==> config.mk <==
export PLATFORM = sky130hd
export DESIGN_NAME = hazard_control_unit
export DESIGN_NICKNAME = d
export VERILOG_FILES = /design/src/rtl/hazard_control_unit.sv
export SDC_FILE = /design/constraint.sdc
export NUM_CORES = 1
export LEC_CHECK = 0
export CELL_PAD_IN_SITES_DETAIL_PLACEMENT = 0
export CELL_PAD_IN_SITES_GLOBAL_PLACEMENT = 1
export CORE_UTILIZATION = 50
export DETAILED_ROUTE_END_ITERATION = 6
export DONT_BUFFER_PORTS = 1
export HOLD_SLACK_MARGIN = 0.1
export PLACE_DENSITY = 0.88
export SLEW_MARGIN = 40
export SYNTH_ARGS = -nofsm -noshare
export SYNTH_HDL_FRONTEND = slang
export SYNTH_SLANG_ARGS = --single-unit
==> constraint.sdc <==
create_clock -name CLK -period 4.75 [get_ports CLK]
set_clock_uncertainty 0.05 [all_clocks]
set_input_delay 0.95 -clock CLK [delete_from_list [all_inputs] [get_ports CLK]]
set_output_delay 0.95 -clock CLK [all_outputs]
set_load 0.03 [all_outputs]
==> src/rtl/hazard_control_unit.sv <==
// Pipeline hazard controller: scoreboard-based forwarding and load-use detection,
// branch redirect flushes, and data-memory wait freeze with timeout watchdog.
module hazard_control_unit #(
  parameter int MEM_TIMEOUT = 255,
  parameter int CNT_W       = 8
) (
  input  logic       CLK,
  input  logic       RST_N,
  input  logic [4:0] ID_RS1,
  input  logic [4:0] ID_RS2,
  input  logic       ID_USE_RS1,
  input  logic       ID_USE_RS2,
  input  logic [4:0] ID_RD,
  input  logic       ID_REG_WRITE_EN,
  input  logic       ID_IS_LOAD,
  input  logic       PC_SEL,
  input  logic       DMEM_REQ,
  input  logic       DMEM_READY,
  output logic       STALL_F,
  output logic       STALL_D,
  output logic       STALL_E,
  output logic       STALL_M,
  output logic       FLUSH_D,
  output logic       FLUSH_E,
  output logic [1:0] FWD_A_SEL,
  output logic [1:0] FWD_B_SEL,
  output logic       MEM_ERR
);

  typedef struct packed {
    logic       valid;
    logic [4:0] rd;
    logic       we;
    logic       ld;
  } ex_ent_t;

  // Only EX needs the load flag; a WB-stage producer is covered by the
  // write-through register file, so no WB entry is kept.
  typedef struct packed {
    logic       valid;
    logic [4:0] rd;
    logic       we;
  } mem_ent_t;

  typedef enum logic [1:0] {RUN, MEM_WAIT, ERR} state_t;

  localparam logic [CNT_W-1:0] TMO = CNT_W'(MEM_TIMEOUT);

  ex_ent_t          ex_q;
  mem_ent_t         mem_q;
  state_t           state, state_nxt;
  logic [CNT_W-1:0] cnt, cnt_nxt;

  logic ex_a, ex_b, mem_a, mem_b, load_use, frz;
  logic sf, sd, se, sm, fd, fe;

  always_comb begin
    ex_a  = ex_q.valid  && ex_q.we  && (ex_q.rd  == ID_RS1) && (ID_RS1 != 5'd0) && ID_USE_RS1;
    ex_b  = ex_q.valid  && ex_q.we  && (ex_q.rd  == ID_RS2) && (ID_RS2 != 5'd0) && ID_USE_RS2;
    mem_a = mem_q.valid && mem_q.we && (mem_q.rd == ID_RS1) && (ID_RS1 != 5'd0) && ID_USE_RS1;
    mem_b = mem_q.valid && mem_q.we && (mem_q.rd == ID_RS2) && (ID_RS2 != 5'd0) && ID_USE_RS2;
    load_use = ex_q.ld && (ex_a || ex_b);
  end

  always_comb begin
    FWD_A_SEL = 2'b00;
    FWD_B_SEL = 2'b00;
    if (ex_a && !ex_q.ld) FWD_A_SEL = 2'b01;
    else if (mem_a)       FWD_A_SEL = 2'b10;
    if (ex_b && !ex_q.ld) FWD_B_SEL = 2'b01;
    else if (mem_b)       FWD_B_SEL = 2'b10;
  end

  always_comb begin
    state_nxt = state;
    cnt_nxt   = cnt;
    frz       = 1'b0;
    case (state)
      RUN: begin
        if (DMEM_REQ && !DMEM_READY) begin
          frz       = 1'b1;
          state_nxt = MEM_WAIT;
          cnt_nxt   = CNT_W'(1);
        end
      end
      MEM_WAIT: begin
        // Ready releases the freeze in the same cycle.
        if (DMEM_READY) begin
          state_nxt = RUN;
          cnt_nxt   = '0;
        end else begin
          frz = 1'b1;
          if (cnt == TMO) state_nxt = ERR;
          else            cnt_nxt   = cnt + CNT_W'(1);
        end
      end
      ERR:     frz = 1'b1;
      default: state_nxt = RUN;
    endcase
  end

  always_comb begin
    sf = frz;
    sd = frz;
    se = frz;
    sm = frz;
    fd = 1'b0;
    fe = 1'b0;
    if (!frz) begin
      if (PC_SEL) begin
        fd = 1'b1;
        fe = 1'b1;
      end else if (load_use) begin
        sf = 1'b1;
        sd = 1'b1;
        fe = 1'b1;
      end
    end
  end

  // Memory inputs may be active during reset; keep every output quiet then.
  assign STALL_F = RST_N && sf;
  assign STALL_D = RST_N && sd;
  assign STALL_E = RST_N && se;
  assign STALL_M = RST_N && sm;
  assign FLUSH_D = RST_N && fd;
  assign FLUSH_E = RST_N && fe;
  assign MEM_ERR = (state == ERR);

  always_ff @(posedge CLK or negedge RST_N) begin
    if (!RST_N) begin
      state <= RUN;
      cnt   <= '0;
      ex_q  <= '0;
      mem_q <= '0;
    end else begin
      state <= state_nxt;
      cnt   <= cnt_nxt;
      if (!sm) begin
        mem_q <= '{valid: ex_q.valid, rd: ex_q.rd, we: ex_q.we};
        if (fe) ex_q <= '0;
        else    ex_q <= '{valid: 1'b1, rd: ID_RD, we: ID_REG_WRITE_EN, ld: ID_IS_LOAD};
      end
    end
  end

endmodule

==> results of run 1 <==
power breakdown:
group	internal, mW	switching, mW
clock	0.0328	0.0638
combinational	0.0429	0.0509
sequential	0.235	0.0294
total	0.311	0.144
flip-flops by register name (all words and copies together) (netlist names):
name and count:
mem_q 7, ex_q 8, cnt 8, state 2
layout make-up:
class | instances | area (sq um) | area share [%]
multi-input cells | 144 | 885 | 54.1
flip-flops and latches | 25 | 626 | 38.2
well taps | 44 | 55.1 | 3.36
repair buffers | 4 | 30.0 | 1.83
clock buffers | 4 | 26.3 | 1.61
inverters | 4 | 15.0 | 0.917
logic make-up (layout without fill, tap and decap cells):
logic type,count (synthesis),after routing,share of synthesized area (%)
flops,25,25,39.1
compound gates,25,25,12.1
fa+ha+maj,1,1,0.782
mux,2,2,1.25
buf+inv,13,12,5.63
simple gates,94,94,29.1
xor+xnor,22,22,12.0
synth_stat cells, types with 2 or more instances:
| master | count | area [sq um] |
|---|---|---|
| xor2_1 | 10 | 87.6 |
| buf_4 | 2 | 15.0 |
| inv_1 | 4 | 15.0 |
| a41oi_1 | 2 | 17.5 |
| nor4_1 | 3 | 18.8 |
| nor2_1 | 13 | 48.8 |
| dfrtp_1 | 25 | 626 |
| nor3_1 | 3 | 15.0 |
| nand3_1 | 16 | 80.1 |
| or4_1 | 2 | 15.0 |
| mux2i_1 | 2 | 20.0 |
| nand4_1 | 13 | 81.3 |
| o21ai_2 | 2 | 17.5 |
| o21ai_0 | 5 | 25.0 |
| xnor2_1 | 12 | 105 |
| or3_4 | 2 | 22.5 |
| buf_12 | 2 | 40.0 |
| a31o_1 | 2 | 17.5 |
| a21oi_1 | 4 | 20.0 |
| o31ai_2 | 2 | 25.0 |
| and3_1 | 3 | 18.8 |
| clkbuf_1 | 4 | 15.0 |
| nand2_1 | 33 | 124 |
| nand2b_1 | 3 | 18.8 |
placed cells by master (no fill, tap or decap), drive strengths merged:
master,instances
a211oi,1
a21o,1
a21oi,5
a31o,2
a32o,1
a41oi,2
and2,1
and3,3
buf,4
clkbuf,4
dfrtp,25
ha,1
inv,4
mux2i,2
nand2,33
nand2b,3
nand3,17
nand4,13
nor2,13
nor2b,1
nor3,3
nor4,3
o211ai,1
o21ai,7
o221ai,1
o22ai,1
o31ai,3
or3,2
or4,2
xnor2,12
xor2,10
layer usage:
metal,vias to the layer above,wire length [microns],GRT usage [%]
met5,-,0,0
met4,0,43,8.84
met3,4,281,4.18
met2,50,1500,29.9
met1,645,1640,32.6
li1,641,-,-
worst min-delay path by stage:
stage / startpoint / endpoint / slack (ns)
after CTS: RST_N / state[0] / 0.24
after detailed placement: mem_q[6] / mem_q[6] / 0.45
after global placement: cnt[1] / cnt[1] / 0.46
after floorplan: mem_q[0] / mem_q[0] / 0.42
after global routing: RST_N / ex_q[6] / 0.24
final: RST_N / ex_q[6] / 0.25
worst max-delay path: cells and delay by family:
kind	cells	cell delay, ns
AO/OA/AOI/OAI	2	0.75
AND/OR/NAND/NOR	2	0.59
buffers and inverters	1	0.26
stage by stage:
stage               util [%]  area, sq um  power (mW)  hold WS (ns)
finish                  53.6         1640       0.455         0.249
global route            53.6         1640       0.476         0.237
CTS                     53.6         1640       0.458         0.242
detailed placement      52.7         1610       0.362         0.450
global placement        52.7         1610       0.358         0.456
floorplan                  -         1600       0.340         0.417
==> flow_metrics.py, run 1 <==
metrics = {
    "job": {
        "drv_cap": 0,
    },
    "yosys": {
        "synth_cells": 182,
        "ys_warn_count": 0,
        "synth_fp_nets": 207,
        "synth-edff-count": 0,
        "ys_types": 37,
        "synthFlopType": "dfrtp_1",
        "syn_area_per_cell_sq_um": 8.79,
        "syn_area_sq_um": 1600,
        "ys_seq_elements": 25,
        "async_reset_ff_share_pct": 100,
        "ys_seq_area_share_pct": 39.1,
    },
    "clock_network": {
        "hold_buffers": 0,
        "clk_latency_ns": 0.32,
        "cts_tree": "yes",
        "clock_path_buffers": 2,
        "clock_sinks": 25,
        "post-cts-setup-buffer-count": 0,
        "htreeDepth": 1,
        "clockRootBuffer": "clkbuf_4",
        "cts_buffers": 3,
        "cts_resized": 0,
        "clk_pin_slew_ns": 0.14,
    },
    "global_route": {
        "first_global_vias": 1243,
        "overflow": 0,
        "grt_pass1_wl_microns": 5590,
        "grt_max_degree": 30,
        "antenna_found_initial": 0,
        "track_usage_pct": 21.5,
    },
    "critical_path": {
        "worst_setup_path_start_kind": "input pin",
        "cpPeakStageDelay_ns": 0.56,
        "r2r_cells": 5,
        "cp.arrival_ns": 2.55,
        "cp-endpoint": "STALL_F",
        "critPathMaxFanout": 17,
        "crit-reg2reg-launch": "ex_q[3]",
        "crit_start": "DMEM_REQ",
        "cp-end-kind": "primary output",
        "worstSetupPathType": "in2out",
        "reg2reg_to": "ex_q[0]",
        "cp.required_ns": 3.75,
        "path_cells": "nor2_1 -> o31ai_2 -> buf_4 -> and2_1 -> a31o_1",
        "rrSetupSlack_ns": 3.04,
        "slowest_stage": "a31o_1",
    },
    "placed_design": {
        "dp_hpwl_microns": 2600,
        "place.gp.congestion": 0.902,
        "dp.cells": 221,
        "port_buffers": 0,
        "dp_slack_ns": 1.19,
    },
    "drt": {
        "final_antenna_net_count": 0,
        "drt_first_iter_violations": 51,
        "avgRoutedWirePerCell_microns": 15.4,
        "vias_per_cell": 5.96,
        "first_pass_iters": 5,
        "drc": 0,
        "vias": 1340,
        "wirelength_microns": 3470,
    },
    "die": {
        "dieWidth_microns": 58.6,
        "die-area_sq_um": 3430,
        "core_area_sq_um": 3050,
        "start_util_pct": 52.4,
        "die_h_microns": 58.6,
        "num_io_pins": 35,
        "placementRows": 20,
    },
    "layout": {
        "area_delta_synth_final_pct": 2.27,
        "drive_above_1_share_pct": 8.29,
        "antenna-diode-count": 0,
        "fin_nets": 207,
        "instances_no_fill": 225,
        "fillers": 307,
    },
    "timing": {
        "max_slew.worst_pin.slew_ns": 0.621,
        "fmax_mhz": 282,
        "finalSetupViolCount": 0,
        "tns_ns": 0,
        "final.period_utilization_pct": 74.7,
        "slew_violations": 0,
        "fin_ws_ns": 1.20,
        "slew-limit-headroom_pct": 58.5,
        "rsz0062_at_grt": "no",
        "finalHoldViolCount": 0,
        "fin_crit_ns": 3.55,
    },
    "power": {
        "p_leak_nw": 0.711,
        "cellPowerDensity_nw_per_um2": 278,
        "peakVddDrop_mv": 0.172,
    },
    "min_path": {
        "hp-class": "in2async",
    },
    "run_status": {
        "status": "finished, final reports clean",
    },
}
No activity file was read; power rests on OpenSTA's default activity.
==> inputs of run 2 (changes only) <==
--- a/config.mk
+++ b/config.mk
@@ -7,11 +7,11 @@
 export LEC_CHECK = 0
 export CELL_PAD_IN_SITES_DETAIL_PLACEMENT = 0
 export CELL_PAD_IN_SITES_GLOBAL_PLACEMENT = 1
-export CORE_UTILIZATION = 50
+export CORE_UTILIZATION = 46
 export DETAILED_ROUTE_END_ITERATION = 6
 export DONT_BUFFER_PORTS = 1
 export HOLD_SLACK_MARGIN = 0.1
-export PLACE_DENSITY = 0.88
+export PLACE_DENSITY = 0.82
 export SLEW_MARGIN = 40
 export SYNTH_ARGS = -nofsm -noshare
 export SYNTH_HDL_FRONTEND = slang
==> constraint.sdc (replaced) <==
create_clock -name CLK -period 3.4 [get_ports CLK]
set_clock_uncertainty 0.05 [all_clocks]
set_input_delay 0.68 -clock CLK [delete_from_list [all_inputs] [get_ports CLK]]
set_output_delay 0.68 -clock CLK [all_outputs]
set_load 0.03 [all_outputs]
==> run 2 against run 1 <==
  * Total power is 43% higher
  * Hold slack improved by 0.10 ns
  * Worst setup slack worse by 0.87 ns
  * Critical path depth increased by 1
  * Routed wire length grew 4.5%
  * Global-route usage rose by 0.63 points
  * Via count is 1.6% lower
  * Non-clock buffer count increased by 6
  * Critical endpoint is now FWD_A_SEL[1]
  * Largest power group unchanged
==> flow_metrics.py, run 2 (synthesized netlist as in run 1, its figures left out) <==
metrics = {
    "global_route": {
        "grt_pass1_wl_microns": 5820,
        "met2_usage_pct": 34.4,
        "overflow": 0,
        "grt_max_degree": 26,
        "use_met3_pct": 5.12,
        "antenna_found_initial": 0,
        "use_met1_pct": 29.5,
        "first_global_vias": 1310,
        "track_usage_pct": 22.1,
        "busiest_layer": "met2",
    },
    "layout": {
        "final_cell_mix": "nand2_1 (33), dfrtp_1 (25), nand3_1 (16), nand4_1 (13), nor2_1 (13)",
        "fillers": 333,
        "instances_no_fill": 233,
        "regArea_sq_um": 626,
        "area_delta_synth_final_pct": 6.25,
        "final_common_cell": "nand2_1",
        "multi_input_area_sq_um": 885,
        "drive_above_1_share_pct": 11.2,
        "fin_nets": 213,
        "antenna-diode-count": 0,
        "fin_util_pct": 51.0,
        "largestRegisters": "cnt (8), ex_q (8), mem_q (7)",
    },
    "drt": {
        "drc": 0,
        "drt_first_iter_violations": 67,
        "wirelength_microns": 3630,
        "first_pass_iters": 4,
        "vias_per_cell": 5.66,
        "vias": 1319,
        "final_antenna_net_count": 0,
        "avgRoutedWirePerCell_microns": 15.6,
    },
    "timing": {
        "slew_violations": 0,
        "fin_crit_ns": 3.07,
        "rsz0062_at_grt": "no",
        "finalHoldViolCount": 0,
        "final.period_utilization_pct": 90.3,
        "max_slew.worst_pin.slew_ns": 0.636,
        "finalSetupViolCount": 0,
        "tns_ns": 0,
        "slew-limit-headroom_pct": 57.4,
        "fin_ws_ns": 0.329,
        "fmax_mhz": 326,
    },
    "power": {
        "power.total_mw": 0.649,
        "peakVddDrop_mv": 0.184,
        "cellPowerDensity_nw_per_um2": 382,
        "p_leak_nw": 0.748,
    },
    "critical_path": {
        "crit_buf_inv": 1,
        "path_cells": "xnor2_1 -> nand4_1 -> or3_4 -> nor2_1 -> nor3_1 -> buf_4",
        "cp_top_family": "simple AND/OR/NAND/NOR gates",
        "path_depth": 6,
        "cp.required_ns": 2.67,
        "r2r_cells": 6,
        "worst_setup_path_start_kind": "flip-flop",
        "critPathMaxFanout": 8,
        "slowest_stage": "nor2_1",
        "worstSetupPathType": "reg2out",
        "cp-end-kind": "primary output",
        "cp.arrival_ns": 2.34,
        "cpPeakStageDelay_ns": 0.52,
    },
    "min_path": {
        "hp-class": "in2reg",
        "holdPathStages": 1,
    },
    "clock_network": {
        "clk_pin_slew_ns": 0.14,
        "post-cts-setup-buffer-count": 0,
        "clock_path_buffers": 2,
        "cts_tree": "yes",
        "clockRootBuffer": "clkbuf_4",
        "cts_buffers": 3,
        "clock_sinks": 25,
        "clk_latency_ns": 0.33,
        "htreeDepth": 1,
    },
    "placed_design": {
        "dp_hpwl_microns": 2680,
        "place.gp.congestion": 0.767,
        "dp.cells": 227,
        "port_buffers": 0,
        "dp_slack_ns": 0.457,
    },
    "run_status": {
        "status": "finished, final reports clean",
    },
    "die": {
        "die_h_microns": 61.0,
        "placementRows": 21,
        "dieWidth_microns": 61.0,
        "start_util_pct": 48.0,
        "core_area_sq_um": 3340,
        "die-area_sq_um": 3720,
        "num_io_pins": 35,
    },
    "job": {
        "drv_cap": 0,
    },
}
[run 2: changes by cell type in the layout (fill, tap and decap cells not counted)]
cell	previous run	this run
dlygate4sd3_1	0	1
buf_4	4	8
clkbuf_1	1	0
buf_12	0	1
clkinv_2	0	1
[run 2: timing repair]
| item | CTS | global route |
|---|---|---|
| hold endpoints to repair | 25 | 0 |
| hold buffers | 2 | 0 |
| resized for setup | 0 | 0 |
[run 2: worst paths after layout]
kind / slack (ns) / start / endpoint
max: 0.33 / ex_q[5] / FWD_A_SEL[1]
min in group asynchronous: 0.71 / RST_N / state[1]
max reg2reg: 1.58 / state[1] / ex_q[1]
min reg2reg: 0.47 / mem_q[0] / mem_q[0]
min: 0.35 / DMEM_READY / state[0]
max in group asynchronous: 2.43 / RST_N / ex_q[0]
[run 2: per-stage QoR]
stage / area (sq um) / hold slack [ns]
after global routing: 1700 / 0.319
final: 1700 / 0.353
after floorplan: 1600 / 0.334
after global placement: 1640 / 0.335
after CTS: 1700 / 0.340
after detailed placement: 1640 / 0.335
[run 2: metal layers]
layer	wire, microns	part of all wire [%]
met3	201	5.5
met1	1700	47
met2	1660	46
met5	0	0
met4	62	1.7
[run 2: report_power, final]
group | internal [mW] | total [mW] | switching (mW)
logic | 0.0661 | 0.144 | 0.0783
registers | 0.328 | 0.367 | 0.0389
clock network | 0.0442 | 0.137 | 0.0932
total | 0.438 | 0.649 | 0.210
[run 2: area by class of cell]
type	count	area share [%]
repair buffers	10	5.30
clock buffers	3	1.32
clock inverters	1	0.294
multi-input cells	144	52.0
flip-flops and latches	25	36.8
inverters	4	0.883
well taps	46	3.38
==> inputs of run 3 (changes only) <==
--- a/config.mk
+++ b/config.mk
@@ -7,11 +7,11 @@
 export LEC_CHECK = 0
 export CELL_PAD_IN_SITES_DETAIL_PLACEMENT = 0
 export CELL_PAD_IN_SITES_GLOBAL_PLACEMENT = 1
-export CORE_UTILIZATION = 46
+export CORE_UTILIZATION = 50
 export DETAILED_ROUTE_END_ITERATION = 6
 export DONT_BUFFER_PORTS = 1
 export HOLD_SLACK_MARGIN = 0.1
-export PLACE_DENSITY = 0.82
+export PLACE_DENSITY = 0.88
 export SLEW_MARGIN = 40
 export SYNTH_ARGS = -nofsm -noshare
 export SYNTH_HDL_FRONTEND = slang
==> constraint.sdc (replaced) <==
create_clock -name CLK -period 3.6 [get_ports CLK]
set_clock_uncertainty 0.05 [all_clocks]
set_input_delay 0.72 -clock CLK [delete_from_list [all_inputs] [get_ports CLK]]
set_output_delay 0.72 -clock CLK [all_outputs]
set_load 0.03 [all_outputs]
==> run 3 against run 2 <==
  * Die area shrank 7.7%
  * Largest cell class unchanged
  * Sequential power shrank 5%
  * Critical endpoint is now FWD_B_SEL[1]
  * Clock power shrank 4%
  * Global-route usage grew 1.0 points
  * Sequential share of layout area grew 0.41 points
  * Design area shrank 1.1%
==> flow_metrics.py, run 3 (synthesized netlist as in run 1, its figures left out) <==
metrics = {
    "die": {
        "core_area_sq_um": 3050,
        "dieWidth_microns": 58.6,
        "placementRows": 20,
        "die-area_sq_um": 3430,
        "die_h_microns": 58.6,
        "num_io_pins": 35,
        "start_util_pct": 52.4,
    },
    "global_route": {
        "overflow": 0,
        "grt_max_degree": 26,
        "grt_pass1_wl_microns": 5880,
        "antenna_found_initial": 0,
        "track_usage_pct": 23.1,
        "first_global_vias": 1266,
    },
    "critical_path": {
        "crit-reg2reg-launch": "state[1]",
        "rrSetupSlack_ns": 1.83,
        "worstSetupPathType": "reg2out",
        "cp-end-kind": "primary output",
        "worst_setup_path_start_kind": "flip-flop",
        "critPathMaxFanout": 8,
        "r2r_cells": 4,
        "cp.required_ns": 2.83,
        "path_cells": "xnor2_1 -> nand4_1 -> or3_4 -> nor2_1 -> nor3_1 -> buf_4",
        "cpPeakStageDelay_ns": 0.48,
        "slowest_stage": "nor2_1",
        "reg2reg_to": "ex_q[1]",
        "cp.arrival_ns": 2.39,
    },
    "drt": {
        "vias_per_cell": 6.07,
        "drt_first_iter_violations": 56,
        "first_pass_iters": 4,
        "drc": 0,
        "vias": 1384,
        "avgRoutedWirePerCell_microns": 15.8,
        "wirelength_microns": 3600,
        "final_antenna_net_count": 0,
    },
    "timing": {
        "finalHoldViolCount": 0,
        "fin_crit_ns": 3.16,
        "slew_violations": 0,
        "max_slew.worst_pin.slew_ns": 0.669,
        "tns_ns": 0,
        "finalSetupViolCount": 0,
        "slew-limit-headroom_pct": 55.4,
        "rsz0062_at_grt": "no",
        "fmax_mhz": 316,
        "final.period_utilization_pct": 87.8,
    },
    "layout": {
        "regArea_sq_um": 626,
        "largestRegisters": "cnt (8), ex_q (8), mem_q (7)",
        "fillers": 309,
        "antenna-diode-count": 0,
        "final_cell_mix": "nand2_1 (33), dfrtp_1 (25), nand3_1 (16), nand4_1 (13), nor2_1 (13)",
        "final_common_cell": "nand2_1",
        "instances_no_fill": 228,
        "fin_util_pct": 55.1,
        "drive_above_1_share_pct": 10.3,
        "multi_input_area_sq_um": 893,
        "area_delta_synth_final_pct": 5.08,
        "fin_nets": 210,
    },
    "clock_network": {
        "cts_tree": "yes",
        "clock_sinks": 25,
        "clk_pin_slew_ns": 0.15,
        "clock_path_buffers": 2,
        "clockRootBuffer": "clkbuf_4",
        "cts_resized": 0,
        "post-cts-setup-buffer-count": 0,
        "clk_latency_ns": 0.33,
        "htreeDepth": 1,
        "cts_buffers": 3,
    },
    "power": {
        "cellPowerDensity_nw_per_um2": 366,
        "p_leak_nw": 0.735,
        "peakVddDrop_mv": 0.166,
    },
    "run_status": {
        "status": "finished, final reports clean",
    },
    "job": {
        "drv_cap": 0,
    },
    "placed_design": {
        "port_buffers": 0,
        "dp.cells": 223,
        "place.gp.congestion": 0.850,
        "dp_hpwl_microns": 2660,
    },
    "min_path": {
        "hp-class": "in2async",
    },
}
==> run 3: changes by cell type in the layout (fill, tap and decap cells not counted) <==
| cell | before | now |
|---|---|---|
| buf_4 | 8 | 6 |
| dlygate4sd3_1 | 1 | 0 |
| o31ai_4 | 0 | 1 |
| o31ai_2 | 2 | 1 |
==> run 3: worst max-delay path, delay by kind of cell, from the launching register on <==
family	cells	cell delay [ns]
AND/OR/NAND/NOR	4	1.18
flip-flops	1	0.47
XOR/XNOR	1	0.20
buffers and inverters	1	0.20
==> run 3: what timing repair did <==
item / 4_1_cts / 5_1_grt
endpoints found under the setup margin: 0 / 0
hold endpoints to repair: 25 / 0
hold buffers: 1 / 0
==> run 3: final cells by class <==
cell class                      instances  share of cell area, %
Multi-Input combinational cell        144                   53.1
Sequential cell                        25                   37.2
Tap cell                               44                   3.27
Clock inverter                          1                  0.298
Inverter                                4                  0.893
Timing Repair Buffer                    7                   3.87
Clock buffer                            3                   1.34
==> run 3: metal layers <==
metal  vias up  part of all wire [%]  global-route usage [%]
met5         -                     0                       0
met3         7                   6.2                    3.96
li1        650                     -                       -
met4         0                   1.8                    8.50
met1       685                    48                    34.1
met2        42                    44                    34.2
==> run 3: worst max path at each step <==
| stage | startpoint | to | cells after the start |
|---|---|---|---|
| after global placement | ID_RS2[1] | FWD_B_SEL[1] | 6 |
| after global routing | ex_q[2] | FWD_A_SEL[1] | 6 |
| after floorplan | ID_RS2[1] | FWD_B_SEL[1] | 6 |
| final | ex_q[4] | FWD_B_SEL[1] | 6 |
| after detailed placement | ID_RS2[1] | FWD_B_SEL[1] | 6 |
| after CTS | ex_q[4] | FWD_B_SEL[1] | 6 |
==> run 3: power by group <==
group          switching (mW)  internal (mW)  total [mW]
logic                  0.0746         0.0606       0.135
clock network          0.0898         0.0417       0.131
registers              0.0385          0.310       0.348
==> run 3: through the flow <==
stage	hold slack, ns	setup WS (ns)	power, mW	area, sq um
2_1_floorplan	0.374	0.334	0.449	1600
3_3_place_gp	0.375	0.598	0.474	1630
3_5_place_dp	0.375	0.556	0.480	1630
4_1_cts	0.132	0.440	0.618	1680
5_1_grt	0.130	0.303	0.648	1680
6_report	0.130	0.439	0.615	1680
